===== src/rtl/layer_bias_sequencer.sv =====
// Bias-add stage between the adder-tree accumulators and the activation buffer.
// Walks groups (outer) by pixels (inner); saturating signed add with optional ReLU.
module layer_bias_sequencer #(
  parameter int N_adder_tree = 16,
  parameter int W            = 18,
  parameter int N_GROUPS     = 4,
  parameter int N_PIXELS     = 196,
  parameter int RELU         = 1,
  localparam int GW = (N_GROUPS > 1) ? $clog2(N_GROUPS) : 1,
  localparam int PW = (N_PIXELS > 1) ? $clog2(N_PIXELS) : 1,
  localparam int VW = N_adder_tree * W
) (
  input  logic                   clk,
  input  logic                   rst_n,
  input  logic                   start,
  input  logic [N_GROUPS*VW-1:0] bias_bus,
  input  logic [VW-1:0]          acc_data,
  input  logic                   acc_valid,
  output logic                   acc_ready,
  output logic [VW-1:0]          out_data,
  output logic                   out_valid,
  input  logic                   out_ready,
  output logic                   out_last,
  output logic [GW-1:0]          grp_idx,
  output logic [PW-1:0]          pix_idx,
  output logic                   busy,
  output logic                   done
);

  // state | meaning
  // IDLE  | waiting for start; accumulator beats ignored
  // RUN   | accepting beats, one output register in flight
  // DRAIN | all beats accepted; waiting for the out_last handshake
  // DONE  | one-cycle completion pulse
  typedef enum logic [1:0] {IDLE, RUN, DRAIN, DONE} state_t;

  state_t          state, state_nx;
  logic [GW-1:0]   grp_nx;
  logic [PW-1:0]   pix_nx;
  logic            out_valid_nx, out_last_nx;
  logic [VW-1:0]   out_data_nx;
  logic [VW-1:0]   bias_sel;
  logic [VW-1:0]   biased;
  logic            accept, out_hs, last_pix, last_beat;

  assign acc_ready = (state == RUN) && (!out_valid || out_ready);
  assign accept    = acc_valid && acc_ready;
  assign out_hs    = out_valid && out_ready;
  assign last_pix  = (pix_idx == PW'(N_PIXELS - 1));
  assign last_beat = last_pix && (grp_idx == GW'(N_GROUPS - 1));
  assign busy      = (state == RUN) || (state == DRAIN);
  assign done      = (state == DONE);

  always_comb begin
    bias_sel = '0;
    for (int g = 0; g < N_GROUPS; g++) begin
      if (grp_idx == GW'(g)) bias_sel = bias_bus[g*VW +: VW];
    end
  end

  // Overflow shows up as disagreement between the two top bits of the W+1 sum.
  for (genvar l = 0; l < N_adder_tree; l++) begin : g_lane
    logic [W-1:0] a, b, sat;
    logic [W:0]   sum;
    assign a   = acc_data[W*l +: W];
    assign b   = bias_sel[W*l +: W];
    assign sum = {a[W-1], a} + {b[W-1], b};
    assign sat = (sum[W] == sum[W-1]) ? sum[W-1:0] :
                 (sum[W] ? {1'b1, {(W-1){1'b0}}} : {1'b0, {(W-1){1'b1}}});
    assign biased[W*l +: W] = ((RELU != 0) && sat[W-1]) ? '0 : sat;
  end

  always_comb begin
    state_nx     = state;
    grp_nx       = grp_idx;
    pix_nx       = pix_idx;
    out_valid_nx = out_valid;
    out_last_nx  = out_last;
    out_data_nx  = out_data;
    if (out_hs) begin
      out_valid_nx = 1'b0;
      out_last_nx  = 1'b0;
    end
    case (state)
      IDLE: begin
        if (start) begin
          state_nx = RUN;
          grp_nx   = '0;
          pix_nx   = '0;
        end
      end
      RUN: begin
        if (accept) begin
          out_valid_nx = 1'b1;
          out_data_nx  = biased;
          out_last_nx  = last_beat;
          if (last_beat) begin
            grp_nx   = '0;
            pix_nx   = '0;
            state_nx = DRAIN;
          end else if (last_pix) begin
            pix_nx = '0;
            grp_nx = grp_idx + GW'(1);
          end else begin
            pix_nx = pix_idx + PW'(1);
          end
        end
      end
      DRAIN: begin
        if (out_hs && out_last) state_nx = DONE;
      end
      DONE:    state_nx = IDLE;
      default: state_nx = IDLE;
    endcase
  end

  always_ff @(posedge clk) begin
    if (!rst_n) begin
      state     <= IDLE;
      grp_idx   <= '0;
      pix_idx   <= '0;
      out_valid <= 1'b0;
      out_last  <= 1'b0;
      out_data  <= '0;
    end else begin
      state     <= state_nx;
      grp_idx   <= grp_nx;
      pix_idx   <= pix_nx;
      out_valid <= out_valid_nx;
      out_last  <= out_last_nx;
      out_data  <= out_data_nx;
    end
  end

endmodule


===== config.mk =====
export PLATFORM = sky130hd
export DESIGN_NAME = layer_bias_sequencer
export DESIGN_NICKNAME = d
export VERILOG_FILES = /design/src/rtl/layer_bias_sequencer.sv
export SDC_FILE = /design/constraint.sdc
export NUM_CORES = 2
export LEC_CHECK = 0
export BUFFER_PORTS_ARGS = -buffer_cell sky130_fd_sc_hd__buf_4
export CAP_MARGIN = 10
export CORE_AREA = 4 4 688 690
export CTS_BUF_LIST = sky130_fd_sc_hd__clkbuf_2
export DETAILED_ROUTE_END_ITERATION = 6
export DIE_AREA = 0 0 692 694
export GPL_ROUTABILITY_DRIVEN = 0
export GPL_TIMING_DRIVEN = 0
export PLACE_DENSITY_LB_ADDON = 0.2
export SLEW_MARGIN = 0
export SYNTH_ARGS = -nofsm -noshare
export SYNTH_HDL_FRONTEND = slang
export SYNTH_SLANG_ARGS = --single-unit

===== constraint.sdc =====
create_clock -name clk -period 4.75 [get_ports clk]
set_input_delay 0.7125 -clock clk [delete_from_list [all_inputs] [get_ports clk]]
set_output_delay 0.7125 -clock clk [all_outputs]
set_load 0.05 [all_outputs]

---- Yosys cells after proc, flatten, opt, wreduce, memory -nomap -nowiden ----
Index checks and enable logic that the tools add are counted.
cells by class
  reduce and logical (&&, ||, !) cells .... 15
  equal/unequal tests ..................... 28
  multiplexer cells ....................... 73
  add/subtract/negate cells ............... 18
operator list
  kind                                                                     number
  288-bit 2-to-1 mux                                                       4
  18-bit 2-to-1 mux                                                        32
  18-bit by 18-bit adder with 19-bit output                                16
  17-bit 2-to-1 mux                                                        16
  8-bit 2-to-1 mux                                                         4
  1-bit equality test                                                      16
  2-bit 2-to-1 mux                                                         8
  8-bit one-hot mux with 2 select lines                                    1
  8-bit by 1-bit adder with 8-bit output, second input constant            1
  2-bit equality test, second input constant                               4
  8-bit equality test, second input constant                               1
  2-bit one-hot mux with 4 select lines                                    1
  4-bit AND reduction                                                      2
  1-bit 2-to-1 mux                                                         6
  2-bit inequality test, second input constant                             3
  1-bit logical AND                                                        5
  2-bit by 1-bit equality test with 1-bit output, second input constant    2
  2-bit logical NOT                                                        2
  2-bit one-hot mux with 2 select lines                                    1
  3-bit inequality test, second input constant                             1
  3-bit AND reduction                                                      1
  2-bit by 1-bit adder with 2-bit output, second input constant            1
  1-bit logical OR                                                         2
  2-bit by 1-bit inequality test with 1-bit output, second input constant  1
  other kinds (3)                                                          3
word-level totals
  output and inout bits ................... 303
  logic and storage cells ................. 140
  register bits ........................... 302

---- Longest topological paths before layout ----
  depth in word-level cells ............... 9
  gate-level depth with buffers ........... 22
  gate-level depth less buffers ........... 17

---- Worst setup path before layout ----
No wires, ideal clock.
  path type ............................... reg2reg
  from .................................... register grp_idx[0]
  to ...................................... register out_data[7]
  path slack .............................. -0.148 ns
  period minus slack after synthesis ...... 4.898 ns
  path buffers ............................ 5
  arrival ................................. 4.776 ns
  required time ........................... 4.628 ns
  stages on the path, launching flop included .. 23
  path through ............................ dfxtp_1 -> inv_1 -> ha_1 -> nor2b_1 -> clkbuf_1 -> clkbuf_1 -> clkbuf_1 -> a22oi_1 -> nor2_1 -> a21oi_1 -> o21ai_0 -> ha_1 -> fa_1 -> a21o_1 -> a21o_1 -> a2111oi_4 -> o31ai_2 -> a221oi_4 -> a311oi_4 -> and3b_1 -> buf_6 -> buf_6 -> a221o_1
on the way
  longest elaborated chain between the ends .. 9
RTL lines
  element                                                   RTL line  text
  start: declaration                                        24        output logic [GW-1:0] grp_idx,
  start signal: assignment                                  127       grp_idx <= grp_nx;
  2-bit logical NOT                                         57        if (grp_idx == GW'(g)) bias_sel = bias_bus[g*VW +: VW];
  288-bit 2-to-1 mux (3 in a row)                           57
  288-bit 2-to-1 mux (*)                                    57
  18-bit by 18-bit adder with 19-bit output (*)             67        assign sum = {a[W-1], a} + {b[W-1], b};
  18-bit 2-to-1 mux or 1-bit equality test (tied branches)  69, 68
  18-bit 2-to-1 mux (*)                                     68        assign sat = (sum[W] == sum[W-1]) ? sum[W-1:0] :
  17-bit 2-to-1 mux (*)                                     70        assign biased[W*l +: W] = ((RELU != 0) && sat[W-1]) ? '0 : sat;
  end signal: assignment                                    131       out_data <= out_data_nx;
  end: declaration                                          20        output logic [VW-1:0] out_data,
Mark *: on every way between the ends. The rest lies on a longest branch, timed or not.
A chain may end at the register's enable or synchronous reset.

---- Worst setup path after layout ----
  from .................................... register grp_idx[0]
  to ...................................... register out_data[6]
The elaborated chain is that of the path after synthesis.

==> flow_summary.json <==
{
  "run_status": "finished, violations left",
  "violations": "setup timing",
  "grt_pass1_vias": 51200,
  "cts_tree": "done",
  "clock_insertion_delay_at_the_later_pin_of_the_skew_report_ps": 1590,
  "cts-htree-levels": 3,
  "seq_area_frac_synth": 0.181,
  "critical_path_arrival_ps": 6240,
  "min_path_type": "input pin to flip-flop",
  "worst_supply_voltage_drop_on_vdd_v": 0.000214,
  "worst_hold_path.num_cells": 7,
  "drt_pre_antenna_iters": 5,
  "timing.slew.headroom": 0.203,
  "detail_route.drc_violations": 0,
  "setup_violations": 27,
  "async_reset_ff_frac": 0,
  "worstReg2RegEnd": "out_data[6]",
  "synth_simple_gate_area_share": 0.199,
  "setup_total_negative_slack_ps": -2570,
  "power_density_mw_per_mm2": 518,
  "post_synth_inst_count": 4632,
  "placedCellCount": 12700,
  "synth_flop_cell": "sky130_fd_sc_hd__dfxtp_1",
  "synth_enable_flop_cells": 0,
  "synthesis.yosys.warnings": 0,
  "final_routed_wirelength_um": 467000,
  "fp.dieH_um": 694,
  "worst_setup_hold_path_clk_slew_ps": 90,
  "core_area_mm2": 0.467,
  "yosys.area.top_type": "sky130_fd_sc_hd__dfxtp_1",
  "layout.cells.non_filler": 14000,
  "grt_antenna_before_repair": 334,
  "post_route_cells_drive_above_1_share": 0.359,
  "pin_count": 1748,
  "number_of_nets_in_the_layout": 9444,
  "setup_ws_ps": -168,
  "globalRouteOverflowTotal": 0,
  "initial_core_util": 0.0679,
  "min-delay-start": "bias_bus[906]",
  "holdWs_ps": 226,
  "critical-path-top-delay-family": "compound AO/OA/AOI/OAI gates",
  "synth_top_area_frac": 0.181,
  "synth_fa_ha_area_frac": 0.134,
  "timing.final.crit_share": 1.04,
  "grt_max_degree": 17,
  "path_common_cell": "sky130_fd_sc_hd__clkbuf_16",
  "max_cap_violations": 0,
  "cts_buffer_depth": 4,
  "route.detailed.wl_per_inst_um": 33.3,
  "drt.antenna.violating_nets": 0,
  "rsz0062_at_grt": "true",
  "fin_total_pwr_mw": 36.1,
  "critical_path.endpoint_type": "flip-flop",
  "io_buffer_count": 1730,
  "compound_gate_fraction_of_synth_area": 0.377,
  "reg2reg_launch_point": "grp_idx[0]",
  "worst_pin_slew_ps": 1190,
  "timing.reg2reg.setup_slack_ps": -170,
  "horiz_die_dim_um": 692,
  "finalHoldViolations": 0,
  "timing.final.max_slew_violations": 0,
  "detailedPlacementHpwl_um": 418000,
  "timing.critical_path.cells": "buf_6, ha_4, buf_8, clkbuf_16, buf_16, clkbuf_16, buf_6, a22oi_2, nor2_2, a21oi_2, o21ai_2, clkbuf_16, ha_4, a21o_1, a21o_1, a2111oi_4, o31ai_4, a221oi_4, a311oi_4, and3b_2, clkbuf_16, a221o_1",
  "drt_via_density": 3.63,
  "multiplexer_fraction_of_the_synthesized_cell_area": 0.00158,
  "synthXorXnorAreaFrac": 0.0611,
  "cpMaxStageDelayCell": "sky130_fd_sc_hd__a2111oi_4",
  "tritoncts.num_buffers": 104,
  "syn_to_final_growth_pct": 120,
  "num_rows": 251,
  "postSynthRegisterBits": 286,
  "setup.worst_path.class": "flip-flop to flip-flop",
  "layout.cells.most_common_list": "sky130_fd_sc_hd__buf_4 (1882), sky130_fd_sc_hd__dlygate4sd3_1 (966), sky130_fd_sc_hd__nand2_1 (623)",
  "overall_die_area_mm2": 0.480,
  "start_kind": "flip-flop",
  "timing.critical_path.slowest_cell_delay_ps": 440,
  "power.leakage_nw": 29.7,
  "holdPathEnd": "out_data[42]",
  "vias": 50900,
  "clock_sinks": 286,
  "yosys-top-cells-area": "sky130_fd_sc_hd__dfxtp_1 (18%), sky130_fd_sc_hd__ha_1 (12%), sky130_fd_sc_hd__o21ai_0 (8.6%), sky130_fd_sc_hd__a21oi_1 (8.5%), sky130_fd_sc_hd__nand2_1 (7.5%)",
  "max_freq_mhz": 203,
  "synth_top_family_by_area": "compound AO/OA/AOI/OAI gates",
  "synthesis.area_per_instance_um2": 6.84,
  "global_route.usage.total": 0.186,
  "cts_root_buffer": "sky130_fd_sc_hd__clkbuf_2",
  "grt_pass1_wl_um": 575000,
  "syn_area_mm2": 0.0317,
  "crit_path_max_fanout": 5,
  "synth.distinct_cells": 79,
  "reg2reg_depth": 22,
  "drt_iter0_drc": 3869,
  "worst_path_required_ps": 6080,
  "critical_path_buf_inv_count": 8,
  "period_minus_slack_ps": 4920,
  "mostFrequentLayoutCell": "sky130_fd_sc_hd__buf_4",
  "finClkSkew_ps": 211
}
-- worst register-to-register path: cells and delay by family (launching register included) --
kind | cells | cell delay (ps)
buffers and inverters | 8 | 1340
AND/OR/NAND/NOR | 2 | 430
flip-flops | 1 | 390
adder cells (fa/ha/maj) | 2 | 470
AO/OA/AOI/OAI | 10 | 2240
-- state kept, by name, indices dropped and copies added, names as in the netlist --
signal,count
grp_idx,2
out_valid,1
out_last,1
pix_idx,8
out_data,272
state,2
-- report_power, final --
part | leakage (nW) | switching, mW | internal (mW)
logic | 26.7 | 18.2 | 12.0
registers | 2.32 | 0.445 | 2.99
clock network | 0.670 | 1.56 | 0.847
-- final cells by class --
cell class	instances	area, µm²
diodes	94	235
plain buffers	292	2210
clock buffers	135	676
clock inverters	42	211
fillers	54200	397000
inverters	71	272
multi-input cells	3992	27000
flip-flops and latches	286	5730
well taps	6198	7750
repair buffers	2923	25500
-- synthesized netlist by cell type (7+ instances only) --
master	instances
sky130_fd_sc_hd__a221oi_1	10
sky130_fd_sc_hd__buf_1	23
sky130_fd_sc_hd__or3_1	15
sky130_fd_sc_hd__dfxtp_1	286
sky130_fd_sc_hd__o221ai_1	10
sky130_fd_sc_hd__o41ai_1	10
sky130_fd_sc_hd__a2111oi_0	9
sky130_fd_sc_hd__and3_1	42
sky130_fd_sc_hd__o21bai_1	28
sky130_fd_sc_hd__nand2_1	631
sky130_fd_sc_hd__a31o_2	13
sky130_fd_sc_hd__a41oi_1	7
sky130_fd_sc_hd__o211ai_1	41
sky130_fd_sc_hd__a31oi_1	37
sky130_fd_sc_hd__a22oi_1	291
sky130_fd_sc_hd__nor2_1	571
sky130_fd_sc_hd__clkbuf_1	245
sky130_fd_sc_hd__nand4_1	36
sky130_fd_sc_hd__o21ai_0	547
sky130_fd_sc_hd__ha_1	313
sky130_fd_sc_hd__xor2_1	80
sky130_fd_sc_hd__nand3_1	61
sky130_fd_sc_hd__buf_2	11
sky130_fd_sc_hd__o31ai_1	14
sky130_fd_sc_hd__nor3_1	40
sky130_fd_sc_hd__and2_1	12
sky130_fd_sc_hd__nor2b_1	20
sky130_fd_sc_hd__or2_2	12
sky130_fd_sc_hd__inv_1	71
sky130_fd_sc_hd__fa_1	16
sky130_fd_sc_hd__nand2b_1	28
sky130_fd_sc_hd__buf_4	16
sky130_fd_sc_hd__o22ai_1	7
sky130_fd_sc_hd__xnor2_1	139
sky130_fd_sc_hd__a221o_1	56
sky130_fd_sc_hd__a21oi_1	537
sky130_fd_sc_hd__a211oi_1	42
sky130_fd_sc_hd__o21ai_1	39
sky130_fd_sc_hd__a22o_1	22
sky130_fd_sc_hd__a211o_1	7
sky130_fd_sc_hd__a21o_1	124
sky130_fd_sc_hd__o21a_1	30
-- layer usage --
layer	share of wire	wire (µm)	vias to the layer above	global-route usage
met5	0.0023	1060	-	0
met4	0.034	15700	166	0.0491
met3	0.076	35500	671	0.0558
met2	0.46	216000	2269	0.310
met1	0.43	199000	24600	0.230
li1	-	-	23200	-
-- kinds of logic after synthesis --
group | after synthesis
XOR/XNOR | 220
multiplexers | 5
flip-flops | 286
other | 1
buffers and inverters | 369
adder cells (fa/ha/maj) | 329
AO/OA/AOI/OAI | 1923
AND/OR/NAND/NOR | 1499
-- repair_timing --
action	4_1_cts	5_1_grt
setup buffers	82	52
cloned	6	1
endpoints found under the setup margin	272	266
hold buffers	977	3
hold endpoints to repair	286	2
pin swaps	72	124
gates resized for setup	614	418
-- per-stage QoR --
step	utilization	area (µm²)	setup WS, ps
floorplan	-	31700	67.5
global placement	0.112	52500	-9420
detailed placement	0.116	54200	-3920
CTS	0.145	67800	-203
global route	0.149	69400	-264
finish	0.149	69600	-168
-- how the worst max path moves through the flow --
stage | start | slack, ps | depth (start not counted) | end
CTS | grp_idx[1] | -200 | 22 | out_data[5]
global route | grp_idx[0] | -260 | 22 | out_data[6]
global placement | grp_idx[0] | -9420 | 21 | out_data[78]
finish | grp_idx[0] | -170 | 22 | out_data[6]
detailed placement | grp_idx[0] | -3920 | 20 | out_data[77]
floorplan | grp_idx[0] | 70 | 22 | out_data[7]
Note: power is estimated with default switching activity, not from simulation.
